## config.mk

```make
export PLATFORM = sky130hd
export DESIGN_NAME = restoring_divider
export DESIGN_NICKNAME = d
export VERILOG_FILES = /design/src/rtl/restoring_divider.sv
export SDC_FILE = /design/constraint.sdc
export NUM_CORES = 1
export LEC_CHECK = 0
export BUFFER_PORTS_ARGS = -buffer_cell sky130_fd_sc_hd__buf_2
export CAP_MARGIN = 20
export CORE_MARGIN = 5
export CORE_UTILIZATION = 59
export CTS_CLUSTER_DIAMETER = 200
export CTS_CLUSTER_SIZE = 8
export DETAILED_ROUTE_END_ITERATION = 6
export PLACE_DENSITY_LB_ADDON = 0.25
export SYNTH_ARGS = -nofsm -noshare
export SYNTH_HDL_FRONTEND = slang
export SYNTH_SLANG_ARGS = --single-unit
```

## constraint.sdc

```tcl
create_clock -name clk_i -period 3.4 [get_ports clk_i]
set_input_delay 0.68 -clock clk_i [delete_from_list [all_inputs] [get_ports clk_i]]
set_output_delay 0.68 -clock clk_i [all_outputs]
set_load 0.01 [all_outputs]
```

## src/rtl/restoring_divider.sv

```systemverilog
// ---------------------------------------------------------------------------
// restoring_divider
//
// Sequential signed integer divider. One restoring iteration per clock on the
// operand magnitudes, followed by a sign-fixup cycle. The quotient truncates
// toward zero and a nonzero remainder takes the sign of the dividend.
// Divide-by-zero and the single overflow case (-2^(N-1) / -1) are flagged.
//
// Ports
//   clk_i          in   1          clock, rising edge
//   reset_ni       in   1          asynchronous reset, active low
//   start_i        in   1          request; only sampled while idle
//   dividend_i     in   DATA_SIZE  signed dividend, captured on accept
//   divisor_i      in   DATA_SIZE  signed divisor, captured on accept
//   quotient_o     out  DATA_SIZE  signed quotient (registered)
//   remainder_o    out  DATA_SIZE  signed remainder (registered)
//   busy_o         out  1          high while iterating and during sign fixup
//   valid_o        out  1          one-cycle pulse when results are written
//   div_by_zero_o  out  1          divisor was zero (registered with results)
//   overflow_o     out  1          -2^(N-1) / -1 case (registered with results)
//
// Latency: accept on edge 0, iterations on edges 1..DATA_SIZE, results on
// edge DATA_SIZE+1, valid_o high until edge DATA_SIZE+2, next accept no
// earlier than edge DATA_SIZE+3.
// ---------------------------------------------------------------------------
module restoring_divider #(
   parameter int unsigned DATA_SIZE = 8
) (
   input  logic                 clk_i,
   input  logic                 reset_ni,
   input  logic                 start_i,
   input  logic [DATA_SIZE-1:0] dividend_i,
   input  logic [DATA_SIZE-1:0] divisor_i,
   output logic [DATA_SIZE-1:0] quotient_o,
   output logic [DATA_SIZE-1:0] remainder_o,
   output logic                 busy_o,
   output logic                 valid_o,
   output logic                 div_by_zero_o,
   output logic                 overflow_o
);

   localparam int unsigned CW  = (DATA_SIZE > 1) ? $clog2(DATA_SIZE) : 1;
   localparam int unsigned MSB = DATA_SIZE - 1;

   typedef enum logic [1:0] {
      IDLE = 2'd0,
      CALC = 2'd1,
      SIGN = 2'd2,
      DONE = 2'd3
   } state_t;

   state_t               r_state;
   logic                 r_sign_q;    // quotient negative
   logic                 r_sign_r;    // remainder takes dividend's sign
   logic                 r_ovf;       // operands were the overflow pair
   logic [DATA_SIZE-1:0] r_dvd_raw;   // raw dividend, returned on divide-by-zero
   logic [DATA_SIZE-1:0] r_dvr_mag;   // |divisor|
   logic [DATA_SIZE-1:0] r_q;         // starts as |dividend|, shifts into quotient
   logic [DATA_SIZE:0]   r_rem;       // partial remainder, one guard bit
   logic [CW-1:0]        r_count;

   logic [DATA_SIZE-1:0] w_dvd_mag;
   logic [DATA_SIZE-1:0] w_dvr_mag;
   logic                 w_ovf_case;
   logic [DATA_SIZE:0]   w_rem_sh;
   logic [DATA_SIZE:0]   w_diff;
   logic [DATA_SIZE-1:0] w_q_fix;
   logic [DATA_SIZE-1:0] w_rem_fix;

   // Magnitudes of the incoming operands. Negating -2^(N-1) yields the same
   // bit pattern, which read as unsigned is exactly 2^(N-1).
   always_comb begin
      w_dvd_mag  = dividend_i[MSB] ? ('0 - dividend_i) : dividend_i;
      w_dvr_mag  = divisor_i[MSB]  ? ('0 - divisor_i)  : divisor_i;
      w_ovf_case = (dividend_i == {1'b1, {(DATA_SIZE-1){1'b0}}}) &&
                   (divisor_i == '1);
   end

   // One restoring step: shift the MSB of q into the remainder, then trial
   // subtract. The guard bit of w_diff is the borrow, so it doubles as sign.
   // The partial remainder always stays below |divisor| <= 2^(N-1), so the
   // shifted value never overflows the N+1-bit width.
   always_comb begin
      w_rem_sh = (r_rem << 1) | (DATA_SIZE+1)'(r_q[MSB]);
      w_diff   = w_rem_sh - {1'b0, r_dvr_mag};
   end

   // Sign fixup applied on the SIGN edge.
   always_comb begin
      w_q_fix   = r_sign_q ? ('0 - r_q) : r_q;
      w_rem_fix = r_sign_r ? ('0 - r_rem[DATA_SIZE-1:0]) : r_rem[DATA_SIZE-1:0];
   end

   always_ff @(posedge clk_i or negedge reset_ni) begin
      if (!reset_ni) begin
         r_state       <= IDLE;
         r_sign_q      <= 1'b0;
         r_sign_r      <= 1'b0;
         r_ovf         <= 1'b0;
         r_dvd_raw     <= '0;
         r_dvr_mag     <= '0;
         r_q           <= '0;
         r_rem         <= '0;
         r_count       <= '0;
         quotient_o    <= '0;
         remainder_o   <= '0;
         busy_o        <= 1'b0;
         valid_o       <= 1'b0;
         div_by_zero_o <= 1'b0;
         overflow_o    <= 1'b0;
      end else begin
         case (r_state)
            IDLE: begin
               valid_o <= 1'b0;
               if (start_i) begin
                  r_sign_q  <= dividend_i[MSB] ^ divisor_i[MSB];
                  r_sign_r  <= dividend_i[MSB];
                  r_ovf     <= w_ovf_case;
                  r_dvd_raw <= dividend_i;
                  r_dvr_mag <= w_dvr_mag;
                  r_q       <= w_dvd_mag;
                  r_rem     <= '0;
                  r_count   <= CW'(DATA_SIZE - 1);
                  busy_o    <= 1'b1;
                  r_state   <= CALC;
               end
            end

            CALC: begin
               if (!w_diff[DATA_SIZE]) begin
                  r_rem <= w_diff;
                  r_q   <= {r_q[DATA_SIZE-2:0], 1'b1};
               end else begin
                  r_rem <= w_rem_sh;
                  r_q   <= {r_q[DATA_SIZE-2:0], 1'b0};
               end
               r_count <= r_count - 1'b1;
               if (r_count == '0) begin
                  r_state <= SIGN;
               end
            end

            SIGN: begin
               if (r_dvr_mag == '0) begin
                  quotient_o    <= '1;
                  remainder_o   <= r_dvd_raw;
                  div_by_zero_o <= 1'b1;
                  overflow_o    <= 1'b0;
               end else begin
                  // The overflow pair naturally produces 2^(N-1) / 1 with a
                  // positive sign, i.e. the wrapped -2^(N-1) and remainder 0.
                  quotient_o    <= w_q_fix;
                  remainder_o   <= w_rem_fix;
                  div_by_zero_o <= 1'b0;
                  overflow_o    <= r_ovf;
               end
               busy_o  <= 1'b0;
               valid_o <= 1'b1;
               r_state <= DONE;
            end

            DONE: begin
               valid_o <= 1'b0;
               r_state <= IDLE;
            end

            default: begin
               busy_o  <= 1'b0;
               valid_o <= 1'b0;
               r_state <= IDLE;
            end
         endcase
      end
   end

endmodule

```

==> impl_metrics.ini <==
[status]
status = completed

[detailed_routing]
via_per_inst = 5.59
drt_iter0_drc = 145
wl_per_cell_um = 14.9
vias = 2746
wl_um = 7330
drc_errors = 0
ant_nets = 0
dr.pass1.iters = 4

[synth]
synth_fa_ha_area_share_pct = 7.41
yosys-top-cells-area = dfrtp_1 (42%), ha_1 (6.8%), mux2_2 (4.9%)
synth-edff-count = 0
synth_common_cells = dfrtp_1 (59), nand2_1 (44), o21ai_0 (30)
postSynthCellCount = 379
synth_cell_type_count = 45
synth_top_flop_cell = dfrtp_1
yosys.cell_count.top_type = dfrtp_1
synth_top_cell_by_area = dfrtp_1
ys_seq_elements = 59
yosysWarnings = 0
synth_xor_area_share_pct = 6.55
avgSynthCellArea_um2 = 9.18
yosys.area_share.simple_pct = 16.0
synth_top_family_by_area = simple AND/OR/NAND/NOR gates
syn_area_mm2 = 0.00348
synthMuxAreaShare_pct = 7.73
synth_top_area_share_pct = 42.4
async_flop_share_pct = 100
yosysSeqAreaShare_pct = 42.4
synth_compound_area_share_pct = 14.7
synth_nets = 418

[worst_setup_path]
crit_cells = 9
startpoint_type = register
arrival_ps = 2950
r2r.worst_path.cells = 9
crit_chain = inv_1 -> ha_1 -> fa_1 -> nand2b_1 -> a211oi_1 -> mux2_2 -> and2_4 -> or4_1 -> nand3_1
r2r_start = r_q[7]
reg2reg_slack_ps = 730
r2r_end = r_rem[4]
slowest_stage = or4_1
worstPathMaxFanout = 14
cp-end-kind = register
cp.required_ps = 3670
cp_top_family = simple AND/OR/NAND/NOR gates
critPathKind = register to register
crit_buf_inv = 1
cpPeakStageDelay_ps = 520

[floorplan]
core_area_mm2 = 0.00582
start_util_pct = 59.8
die_w_um = 86.8
pin_count = 39
dieArea_mm2 = 0.00753
rows = 28
die_y_um = 86.8

[final_layout]
drive_gt1_share_pct = 18.0
syn_to_final_growth_pct = 11.3
num-fill-cells = 504
fin_cells = 491
diodes = 0
final_nets = 451

[sta]
slew_violations = 0
fmax_mhz = 374
holdWs_ps = 339
post-route-period-util_pct = 78.6
fin_setup_tns_ps = 0
worstMarginPinSlew_ps = 892
finalCriticalPeriod_ps = 2670
hold_violations = 0
clock_skew_ps = 9.95
slew-limit-headroom_pct = 40.4
setup_viol_count_final = 0
rsz0062_at_grt = no

[cts]
htree_levels = 3
clk_latency_ps = 340
clock-sinks = 59
clock-root-buffer = clkbuf_8
cts_made_buffers = 9
hold_buffers = 0
cts.clk_slew.worst_paths_ps = 70
cts_tree = yes
cts_resized = 0
cts_setup_buffers = 0
clockBufferDepth = 2

[grt]
grt_busiest_layer = met2
use_met3_pct = 5.13
grt_max_degree = 31
grt_pass1_wl_um = 12500
antenna_found_initial = 0
track_usage_pct = 21.2
use_met2_pct = 33.4
met1_usage_pct = 29.1
grt_pass1_vias = 2649
gr-total-overflow = 0

[pwr]
power_leakage_uw = 0.00182
ir_worst_vdd_v = 0.000586
power_density_mw_per_mm2 = 991

[placement]
dp_cells = 476
place.gp.congestion = 0.870
dp_hpwl_um = 5580
portBuffers = 38

[job]
drv_cap = 0

[hold_path]
holdCritPathClass = input pin to async pin
## flip-flops by register name (all words and copies together) (netlist names), 2 cells and up
signal / count
r_dvd_raw: 7
r_count: 3
r_state: 2
r_dvr_mag: 8
remainder_o: 8
r_rem: 8
quotient_o: 8
r_q: 8
## worst max path at each step
| stage | from | to |
|---|---|---|
| 2_1_floorplan | r_dvr_mag[0] | r_rem[4] |
| 3_3_place_gp | r_dvr_mag[0] | r_rem[4] |
| 3_5_place_dp | r_q[7] | r_rem[4] |
| 4_1_cts | r_q[7] | r_rem[4] |
| 5_1_grt | r_q[7] | r_rem[4] |
| 6_report | r_q[7] | r_rem[4] |
## metrics by stage
| step | setup WS (ps) | area (µm²) | utilization (%) | total power (µW) |
|---|---|---|---|---|
| floorplan | 806 | 3480 | - | 2800 |
| detailed placement | 737 | 3710 | 63.8 | 3320 |
| global route | 547 | 3870 | 66.5 | 4190 |
| CTS | 717 | 3870 | 66.5 | 3860 |
| global placement | 801 | 3710 | 63.8 | 3240 |
| finish | 726 | 3870 | 66.5 | 3840 |
## report_power, final
part / leakage (µW) / internal (µW) / switching (µW)
combinational: 0.00102 / 868 / 1130
sequential: 0.000719 / 1030 / 280
clock: 0.0000819 / 257 / 276
total: 0.00182 / 2150 / 1680
## cell usage in the layout (no fill, tap or decap), types with 8 or more instances in the layout
master     n
dfrtp_1   59
nand2_1   44
buf_2     38
o21ai_0   30
nor2_1    27
inv_1     25
a21oi_1   22
xor2_1    19
ha_1      19
mux2_2    15
mux2i_1    9
nand3_1    9
clkbuf_8   9
a31oi_1    8
## routing by layer
metal / share of wire [%] / vias to the layer above / wire length [µm]
li1: - / 1381 / -
met1: 47 / 1306 / 3450
met5: 0 / - / 0
met4: 1.0 / 0 / 76
met3: 4.7 / 8 / 344
met2: 47 / 51 / 3460
## worst reg2reg max path: stages (launching register included)
cell and delay, ps:
dfrtp_1 340, inv_1 80, ha_1 210, fa_1 400, nand2b_1 200, a211oi_1 230
mux2_2 370, and2_4 190, or4_1 520, nand3_1 80
## area by class of cell
type | instances | area (µm²) | area share [%]
clock buffers | 10 | 128 | 3.30
clock inverters | 5 | 31.3 | 0.808
inverters | 25 | 93.8 | 2.42
multi-input cells | 275 | 1830 | 47.2
flip-flops and latches | 59 | 1480 | 38.2
well taps | 75 | 93.8 | 2.42
repair buffers | 42 | 220 | 5.69
## logic make-up (layout without fill, tap and decap cells)
kind of cell,after synthesis,in the layout
xor+xnor,26,26
mux,25,25
flops,59,59
buf+inv,45,82
fa+ha+maj,20,20
compound gates,85,85
simple gates,119,119
Note: power is estimated with default switching activity, not from simulation.
